$ cat config.mk
export PLATFORM = sky130hd
export DESIGN_NAME = vram_fill_flat
export DESIGN_NICKNAME = d
export VERILOG_FILES = /design/src/rtl/vram_fill_if.sv /design/src/rtl/vram_fill.sv /design/src/flat_wrapper.sv
export SDC_FILE = /design/constraint.sdc
export NUM_CORES = 1
export LEC_CHECK = 0
export ABC_CLOCK_PERIOD_IN_PS = 3500
export BUFFER_PORTS_ARGS = -buffer_cell sky130_fd_sc_hd__buf_2
export CELL_PAD_IN_SITES_DETAIL_PLACEMENT = 0
export CELL_PAD_IN_SITES_GLOBAL_PLACEMENT = 1
export CORE_MARGIN = 4
export CORE_UTILIZATION = 30
export CTS_CLUSTER_SIZE = 12
export DETAILED_ROUTE_END_ITERATION = 12
export GPL_TIMING_DRIVEN = 0
export PLACE_DENSITY_LB_ADDON = 0.1
export SLEW_MARGIN = 20
export SYNTH_ARGS = -nofsm -noshare
export SYNTH_HDL_FRONTEND = slang
export SYNTH_SLANG_ARGS = --single-unit
export TNS_END_PERCENT = 100
$ cat constraint.sdc
create_clock -name cpu_clk -period 3.5 [get_ports cpu_clk]
set_clock_uncertainty 0.1 [all_clocks]
set_input_delay 0.7 -clock cpu_clk [delete_from_list [all_inputs] [get_ports cpu_clk]]
set_output_delay 0.7 -clock cpu_clk [all_outputs]
set_load 0.01 [all_outputs]
$ cat src/rtl/vram_fill_if.sv
// Write/command bundle between the CPU side, the fill engine and the scan-out
// block's write port; slave is the fill engine, master is whoever drives it.
interface vram_fill_if;
  logic        cpu_wr;
  logic [15:0] cpu_addr;
  logic [7:0]  cpu_data;
  logic        fill_start;
  logic [8:0]  fill_x;
  logic [7:0]  fill_y;
  logic [8:0]  fill_w;
  logic [7:0]  fill_h;
  logic [7:0]  fill_color;
  logic        busy;
  logic        done;
  logic        vram_wr;
  logic [15:0] vram_addr;
  logic [7:0]  vram_data;

  modport slave (
    input  cpu_wr, cpu_addr, cpu_data,
    input  fill_start, fill_x, fill_y, fill_w, fill_h, fill_color,
    output busy, done, vram_wr, vram_addr, vram_data
  );

  modport master (
    output cpu_wr, cpu_addr, cpu_data,
    output fill_start, fill_x, fill_y, fill_w, fill_h, fill_color,
    input  busy, done, vram_wr, vram_addr, vram_data
  );
endinterface

$ cat src/rtl/vram_fill.sv
// Clipped rectangle fill engine merged with CPU byte writes into one registered
// VRAM write stream; CPU writes always win and stall the fill for that cycle.
module vram_fill #(
  parameter int VGA_WIDTH  = 320,
  parameter int VGA_HEIGHT = 200
) (
  input logic        cpu_clk,
  input logic        reset,
  vram_fill_if.slave bus
);
  localparam logic [9:0]  W10 = 10'(VGA_WIDTH);
  localparam logic [9:0]  H10 = 10'(VGA_HEIGHT);
  localparam logic [15:0] W16 = 16'(VGA_WIDTH);

  typedef enum logic [1:0] {IDLE, SETUP, FILL, DONE} state_t;
  state_t state, state_nxt;

  logic [8:0]  lat_x, lat_w;
  logic [7:0]  lat_y, lat_h, lat_color;
  logic [9:0]  x_end, y_end;
  logic [8:0]  cur_x;
  logic [7:0]  cur_y;
  logic [15:0] row_base;

  logic [9:0]  x_sum, y_sum, x_inc, y_inc;
  logic        empty, row_last, last_px, stall, accept, advance;
  logic        busy_nxt, done_nxt;

  // 10-bit sums so x+w / y+h cannot wrap before clipping
  assign x_sum    = {1'b0, lat_x} + {1'b0, lat_w};
  assign y_sum    = {2'b0, lat_y} + {2'b0, lat_h};
  assign empty    = ({1'b0, lat_x} >= W10) || ({2'b0, lat_y} >= H10) ||
                    (lat_w == '0) || (lat_h == '0);
  assign x_inc    = {1'b0, cur_x} + 10'd1;
  assign y_inc    = {2'b0, cur_y} + 10'd1;
  assign row_last = (x_inc == x_end);
  assign last_px  = row_last && (y_inc == y_end);
  assign stall    = bus.cpu_wr;
  assign accept   = (state == IDLE) && bus.fill_start;
  assign advance  = (state == FILL) && !stall;

  always_comb begin
    state_nxt = state;
    case (state)
      IDLE:    if (bus.fill_start) state_nxt = SETUP;
      SETUP:   state_nxt = empty ? DONE : FILL;
      FILL:    if (advance && last_px) state_nxt = DONE;
      DONE:    state_nxt = IDLE;
      default: state_nxt = IDLE;
    endcase
    busy_nxt = (state_nxt != IDLE);
    done_nxt = (state == DONE);
  end

  always_ff @(posedge cpu_clk) begin
    if (reset) state <= IDLE;
    else       state <= state_nxt;
  end

  // Output stage: CPU write first, otherwise the current fill pixel
  always_ff @(posedge cpu_clk) begin
    if (reset) begin
      bus.busy      <= 1'b0;
      bus.done      <= 1'b0;
      bus.vram_wr   <= 1'b0;
      bus.vram_addr <= '0;
      bus.vram_data <= '0;
    end else begin
      bus.busy <= busy_nxt;
      bus.done <= done_nxt;
      if (bus.cpu_wr) begin
        bus.vram_wr   <= 1'b1;
        bus.vram_addr <= bus.cpu_addr;
        bus.vram_data <= bus.cpu_data;
      end else if (state == FILL) begin
        bus.vram_wr   <= 1'b1;
        bus.vram_addr <= row_base + {7'b0, cur_x};
        bus.vram_data <= lat_color;
      end else begin
        bus.vram_wr   <= 1'b0;
      end
    end
  end

  // Datapath: command latch, clip/setup, incremental walk (y*320 as shifts)
  always_ff @(posedge cpu_clk) begin
    if (accept) begin
      lat_x     <= bus.fill_x;
      lat_y     <= bus.fill_y;
      lat_w     <= bus.fill_w;
      lat_h     <= bus.fill_h;
      lat_color <= bus.fill_color;
    end
    if (state == SETUP) begin
      x_end    <= (x_sum > W10) ? W10 : x_sum;
      y_end    <= (y_sum > H10) ? H10 : y_sum;
      cur_x    <= lat_x;
      cur_y    <= lat_y;
      row_base <= ({8'b0, lat_y} << 8) + ({8'b0, lat_y} << 6);
    end else if (advance) begin
      if (row_last) begin
        cur_x    <= lat_x;
        cur_y    <= cur_y + 8'd1;
        row_base <= row_base + W16;
      end else begin
        cur_x    <= cur_x + 9'd1;
      end
    end
  end
endmodule

$ cat src/flat_wrapper.sv
// flat-port wrapper written by rule: the top's interface ports become plain ports
module vram_fill_flat 
#(
  parameter int VGA_WIDTH  = 320,
  parameter int VGA_HEIGHT = 200
)
  (cpu_clk, reset, bus_cpu_wr, bus_cpu_addr, bus_cpu_data, bus_fill_start, bus_fill_x, bus_fill_y, bus_fill_w, bus_fill_h, bus_fill_color, bus_busy, bus_done, bus_vram_wr, bus_vram_addr, bus_vram_data);
  vram_fill_if bus_i ();
  input logic cpu_clk;
  input logic reset;
  input wire logic [$bits(bus_i.cpu_wr)-1:0] bus_cpu_wr;
  input wire logic [$bits(bus_i.cpu_addr)-1:0] bus_cpu_addr;
  input wire logic [$bits(bus_i.cpu_data)-1:0] bus_cpu_data;
  input wire logic [$bits(bus_i.fill_start)-1:0] bus_fill_start;
  input wire logic [$bits(bus_i.fill_x)-1:0] bus_fill_x;
  input wire logic [$bits(bus_i.fill_y)-1:0] bus_fill_y;
  input wire logic [$bits(bus_i.fill_w)-1:0] bus_fill_w;
  input wire logic [$bits(bus_i.fill_h)-1:0] bus_fill_h;
  input wire logic [$bits(bus_i.fill_color)-1:0] bus_fill_color;
  output wire logic [$bits(bus_i.busy)-1:0] bus_busy;
  output wire logic [$bits(bus_i.done)-1:0] bus_done;
  output wire logic [$bits(bus_i.vram_wr)-1:0] bus_vram_wr;
  output wire logic [$bits(bus_i.vram_addr)-1:0] bus_vram_addr;
  output wire logic [$bits(bus_i.vram_data)-1:0] bus_vram_data;
  assign bus_i.cpu_wr = bus_cpu_wr;
  assign bus_i.cpu_addr = bus_cpu_addr;
  assign bus_i.cpu_data = bus_cpu_data;
  assign bus_i.fill_start = bus_fill_start;
  assign bus_i.fill_x = bus_fill_x;
  assign bus_i.fill_y = bus_fill_y;
  assign bus_i.fill_w = bus_fill_w;
  assign bus_i.fill_h = bus_fill_h;
  assign bus_i.fill_color = bus_fill_color;
  assign bus_busy = bus_i.busy;
  assign bus_done = bus_i.done;
  assign bus_vram_wr = bus_i.vram_wr;
  assign bus_vram_addr = bus_i.vram_addr;
  assign bus_vram_data = bus_i.vram_data;
  vram_fill #(.VGA_WIDTH(VGA_WIDTH), .VGA_HEIGHT(VGA_HEIGHT)) u_core (.cpu_clk(cpu_clk), .reset(reset), .bus(bus_i));
endmodule
==> results_dict.tcl, run 1 <==
set metrics [dict create \
    status "completed" \
    die-area_um2 23600 \
    synth_mux_area_share_pct 5.42 \
    cts_setup_buffers 0 \
    post_drt_wl_per_cell_um 15.9 \
    clk_path_buf_depth 2 \
    synth_area_um2 6380 \
    grt_max_degree 25 \
    yosysWarnings 0 \
    place_congestion 0.797 \
    max_slew_margin_pct 39.0 \
    cts_buffers 17 \
    pin_count 97 \
    syn_area_per_cell_um2 11.0 \
    dr.first_iter.drc_count 155 \
    worstSetupStartpointType "flop" \
    worst_ep_required_time_ns 3.45 \
    grt_overflow_total 0 \
    numPortBuffers 95 \
    ys_types 58 \
    critical_path_arrival_ns 3.13 \
    synth_top_family_by_area "simple AND/OR/NAND/NOR gates" \
    yosysSeqAreaShare_pct 50.5 \
    ys_ff_latch 117 \
    postRouteAntennaNets 0 \
    cts.sinks 117 \
    maxCapViolCount 0 \
    cts_resized 0 \
    detail_route.drc_violations 0 \
    worst_slack_ns 0.319 \
    antenna_found_initial 0 \
    clkSlewWorstSetupHoldPaths_ns 0.06 \
    cpMaxStageDelayCell "ha_1" \
    grt_pass1_wl_mm 25.1 \
    hold_viol_final 0 \
    diodes 0 \
    htree_levels 4 \
    dpl.hpwl_mm 12.0 \
    synth_edf_count 88 \
    synthSimpleGateAreaFrac_pct 13.2 \
    grtUsageTotal_pct 13.5 \
    max_freq_ghz 0.314 \
    fill_cells 2132 \
    avgViaCountPerCell 4.67 \
    cp_cell_sequence "inv_1, ha_1, clkbuf_1, buf_1, or2_2" \
    grt_setup_unrepaired "no" \
    first_pass_iters 4 \
    nNetsFinal 805 \
    min_period_ns 3.18 \
    cts_root_buf "clkbuf_16" \
    clkLatencyLatePin_ns 0.41 \
    pwr_density_cell_nw_per_um2 930 \
    synthArstFlopShare_pct 0 \
    p_leak_nw 3.10 \
    whs_path_depth 1 \
    initial_utilization_pct 30.4 \
    cts_tree "yes" \
    drv_slew 0 \
    vias 4600 \
    placementRows 53 \
    design.core.area_um2 21000 \
    finalSetupViolations 0 \
    hp-class "primary input to flop" \
    fin_setup_tns_ns 0 \
    dp_slack_ns 0.246 \
    cpPeakStageDelay_ns 0.77 \
    cts.hold.buffers_added 0 \
    drive_gt1_share_pct 21.4 \
    crit_fanout 20 \
    totalWireLength_mm 15.6 \
    ff2ff_path_depth 5 \
    finalCritPeriodShare_pct 90.9 \
    peakVddDrop_uv 366 \
    syn_inst 581 \
    ys.flop_type "edfxtp_1" \
    die_width_um 154 \
    synth_xor_area_share_pct 8.89 \
    yosys.area_share.adder_pct 7.93 \
    grt_pass1_vias 4939 \
    die_h_um 154 \
    area_growth_syn_to_layout_pct 23.0 \
    end_kind "flop" \
    crit_type "flop to flop" \
    synth_compound_gate_area_share_pct 11.3 \
    worst_slew_pin_slew_ns 0.915 \
]
==> path summary, 6_finish.rpt <==
| kind | slack [ns] | startpoint | endpoint |
|---|---|---|---|
| worst min register to register | 0.51 | u_core.lat_color[0]$_DFFE_PP_ | u_core.bus.vram_data[0]$_SDFFE_PP0P_ |
| worst min-delay path | 0.36 | bus_fill_color[4] | u_core.lat_color[4]$_DFFE_PP_ |
| worst max-delay path | 0.32 | u_core.state[1]$_SDFF_PP0_ | u_core.row_base[12]$_DFFE_PP_ |
| worst max register to register | 0.32 | u_core.state[1]$_SDFF_PP0_ | u_core.row_base[12]$_DFFE_PP_ |
==> state kept, by name, summed over array words and instances (netlist names) <==
| signal | cells |
|---|---|
| u_core.bus.vram_addr | 16 |
| u_core.row_base | 10 |
| u_core.x_end | 10 |
| u_core.cur_x | 9 |
| u_core.lat_w | 9 |
| u_core.lat_x | 9 |
| u_core.y_end | 9 |
| u_core.bus.vram_data | 8 |
| u_core.cur_y | 8 |
| u_core.lat_color | 8 |
| u_core.lat_h | 8 |
| u_core.lat_y | 8 |
| u_core.state | 2 |
| u_core.bus.busy | 1 |
| u_core.bus.done | 1 |
| u_core.bus.vram_wr | 1 |
==> cell usage in the layout, fill, tap and decap left out, types with 3 or more instances in the layout <==
cell	synthesis	layout
buf_2	1	96
xnor3_1	3	3
o21a_1	3	3
fa_1	4	4
or3_1	4	4
nor2_1	78	78
clkinvlp_4	0	7
buf_1	4	4
clkbuf_16	0	17
a31oi_1	5	5
mux2_2	12	12
ha_1	34	34
nand3_1	11	11
and2_1	6	5
a21oi_1	46	46
mux2i_1	21	21
nand4_1	5	5
nand2_1	24	24
bufinv_16	0	4
o21ai_0	18	18
a21o_1	10	10
inv_1	24	24
nand2b_1	8	8
clkbuf_1	14	16
xor2_1	27	27
edfxtp_1	88	88
nor2b_1	6	6
dfxtp_1	29	29
nor4_1	4	4
xnor2_1	30	30
o21bai_1	4	4
a211oi_1	9	9
nor3_1	12	12
==> cell type report <==
| type | count | area [um^2] | share of cell area (%) |
|---|---|---|---|
| Timing Repair Buffer | 96 | 503 | 6.41 |
| Sequential cell | 117 | 3220 | 41.1 |
| Buffer | 20 | 80.1 | 1.02 |
| Clock inverter | 13 | 183 | 2.33 |
| Tap cell | 275 | 344 | 4.39 |
| Inverter | 24 | 90.1 | 1.15 |
| Multi-Input combinational cell | 421 | 2990 | 38.1 |
| Clock buffer | 19 | 433 | 5.52 |
==> power breakdown <==
part	switching (mW)	internal [mW]	total, mW
combinational	1.57	1.30	2.86
clock	0.645	1.19	1.83
sequential	0.425	2.18	2.60
total	2.64	4.66	7.30
==> kinds of logic (layout without fill, tap and decap cells) <==
family                   after synthesis  count (layout)
flip-flops                           117             117
adder cells (fa/ha/maj)               38              38
multiplexers                          33              33
AO/OA/AOI/OAI                        113             113
buffers and inverters                 44             172
AND/OR/NAND/NOR                      175             175
other                                  1               2
XOR/XNOR                              60              60
==> worst max-delay path: cells and delay by family, from the launching register on <==
family / cells / cell delay, ns
fa+ha+maj: 1 / 0.77
simple gates: 1 / 0.54
flops: 1 / 0.33
buf+inv: 3 / 1.07
==> cell usage after synthesis (3+ instances only) <==
cell type,instances,area (um^2)
mux2i_1,21,210
nand2_1,24,90.1
xnor3_1,3,67.6
nor4_1,4,25.0
nand3_1,11,55.1
xor2_1,27,236
or3_1,4,25.0
ha_1,34,425
nand4_1,5,31.3
nor2b_1,6,37.5
buf_1,4,15.0
o21bai_1,4,30.0
a21oi_1,46,230
and2_1,6,37.5
dfxtp_1,29,581
mux2_2,12,135
nor3_1,12,60.1
o21a_1,3,22.5
a21o_1,10,75.1
clkbuf_1,14,52.6
a31oi_1,5,31.3
nand2b_1,8,50.1
edfxtp_1,88,2640
fa_1,4,80.1
o21ai_0,18,90.1
inv_1,24,90.1
xnor2_1,30,263
a211oi_1,9,67.6
nor2_1,78,293
==> per-layer routing <==
layer  wire length, um  up-vias  GRT usage (%)
li1                  -     2329              -
met5                 0        -              0
met1              7470     2166           17.3
met3               691       12           3.80
met2              7270       93           22.3
met4               188        0           3.83
==> stage by stage <==
stage	utilization [%]	total power, mW	cells	cell area (um^2)	hold slack (ns)
after global placement	34.4	5.48	952	7200	0.483
after detailed placement	34.5	5.54	953	7230	0.502
after global routing	37.4	7.87	985	7840	0.333
after floorplan	-	4.72	582	6380	0.456
after CTS	37.4	7.41	985	7840	0.336
final	37.4	7.30	985	7840	0.356
(Power assumes the default switching activity.)
==> run 2: changes to the inputs <==
ABC_CLOCK_PERIOD_IN_PS = 2760   (was 3500)
clock period = 2.76 ns   (was 3.5 ns; I/O delays follow)
==> run 2 against run 1 <==
Die area unchanged. Largest power group unchanged. First-iteration DRC count shrank 12%. Core utilization grew 0.63 points. Critical path type unchanged. Largest cell class unchanged. Count of clock-buffer cells in the layout unchanged. Sequential share of layout area is 0.68 points lower. Via count is 0.30% higher.
==> results_dict.tcl, run 2 (synthesis results as in run 1) <==
set metrics [dict create \
    status "completed" \
    pin_count 97 \
    diodes 0 \
    place_congestion 0.802 \
    clkSlewWorstSetupHoldPaths_ns 0.06 \
    crit_fanout 4 \
    grt_max_degree 33 \
    critical_path_arrival_ns 2.71 \
    detail_route.drc_violations 0 \
    p_leak_nw 3.17 \
    placementRows 53 \
    multi_input_area_um2 3080 \
    die-area_um2 23600 \
    max_freq_ghz 0.377 \
    grt_setup_unrepaired "yes" \
    grt_pass1_vias 4886 \
    dr.first_iter.drc_count 137 \
    grtUsageTotal_pct 13.6 \
    power_mw 9.36 \
    hold_ws_ns 0.211 \
    antenna_found_initial 0 \
    worst_slew_pin_slew_ns 0.842 \
    clk_path_buf_depth 2 \
    final_common_cell "buf_2" \
    grt_pass1_wl_mm 25.4 \
    end_kind "flop" \
    cts_buffers 17 \
    nNetsFinal 814 \
    totalWireLength_mm 15.7 \
    hold_viol_final 0 \
    cts.sinks 117 \
    regArea_um2 3220 \
    initial_utilization_pct 30.4 \
    layout.cells.non_filler 994 \
    post_drt_wl_per_cell_um 15.8 \
    finalSetupViolations 0 \
    max_slew_margin_pct 43.9 \
    hp-class "primary input to flop" \
    dpl.cell_count 953 \
    worstSetupStartpointType "flop" \
    vias 4614 \
    avgViaCountPerCell 4.64 \
    final_util_pct 38.1 \
    cts_root_buf "clkbuf_16" \
    peakVddDrop_uv 463 \
    grt_overflow_total 0 \
    design.core.area_um2 21000 \
    first_pass_iters 4 \
    finalCritPeriodShare_pct 96.2 \
    drive_gt1_share_pct 24.8 \
    htree_levels 4 \
    cts_tree "yes" \
    drv_slew 0 \
    top_regs "u_core.bus.vram_addr: 16 flops, u_core.row_base: 10 flops, u_core.x_end: 10 flops" \
    die_width_um 154 \
    crit_type "flop to flop" \
    dpl.hpwl_mm 11.9 \
    final_cell_mix "buf_2, edfxtp_1, nor2_1" \
    registers.top_by_ff_count "u_core.bus.vram_addr" \
    worst_ep_required_time_ns 2.81 \
    numPortBuffers 95 \
    postRouteAntennaNets 0 \
    clkLatencyLatePin_ns 0.41 \
    pwr_density_cell_nw_per_um2 1170 \
    die_h_um 154 \
    area_growth_syn_to_layout_pct 25.1 \
    cts.hold.buffers_added 0 \
    largest_reg_flops 16 \
    min_period_ns 2.65 \
    fill_cells 2122 \
    maxCapViolCount 0 \
]
run 2: cell type report:
type                       count  area share, %
buffer                        19          0.973
clock buffer                  19           5.70
clock inverter                13           1.60
inverter                      24           1.13
multi-input combinational    422           38.7
sequential                   117           40.4
tap                          275           4.31
timing repair buffer         105           7.22
run 2: critical path, cell delays in order (launching register included):
cell,delay [ns]
edfxtp_1,0.40
ha_2,0.21
fa_2,0.34
a21o_1,0.19
a21oi_4,0.16
o21ai_2,0.07
a31oi_1,0.21
xor2_1,0.28
nor2_1,0.07
or3b_4,0.36
run 2: where the power goes:
part	switching, mW	internal (mW)
combinational	2.09	1.82
clock	0.794	1.37
sequential	0.529	2.76
total	3.41	5.95
run 2: per-stage QoR:
| step | worst slack, ns | instance area, um^2 | TNS (ns) |
|---|---|---|---|
| after floorplan | 0.0257 | 6380 | 0 |
| after global placement | -0.478 | 7200 | -15.42 |
| after detailed placement | -0.542 | 7220 | -14.83 |
| after CTS | -0.0536 | 7910 | -0.237 |
| after global routing | -0.0293 | 7980 | -0.0293 |
| final | 0.106 | 7980 | 0 |
run 2: timing repair:
| action | 4_1_cts | 5_1_grt |
|---|---|---|
| setup buffers | 6 | 3 |
| gates cloned | 1 | 0 |
| gates resized for setup | 9 | 11 |
| endpoints found under the setup margin | 48 | 39 |
| pin swaps | 6 | 3 |
run 2: per-layer routing:
layer / up-vias / track usage [%] / wire [um]
li1: 2345 / - / -
met1: 2166 / 17.7 / 7530
met2: 93 / 21.8 / 7300
met3: 10 / 3.88 / 672
met4: 0 / 4.25 / 197
met5: - / 0 / 0
run 2: path summary, 6_finish.rpt:
kind                                      start                                    to  slack [ns]  depth (start not counted)
hold reg to reg   u_core.lat_color[2]$_DFFE_PP_  u_core.bus.vram_data[2]$_SDFFE_PP0P_        0.51                          4
hold / removal                bus_fill_color[7]         u_core.lat_color[7]$_DFFE_PP_        0.21                          1
setup / recovery      u_core.lat_x[0]$_DFFE_PP_         u_core.x_end[6]$_SDFFCE_PN1P_        0.11                          9
setup reg to reg      u_core.lat_x[0]$_DFFE_PP_         u_core.x_end[6]$_SDFFCE_PN1P_        0.11                          9
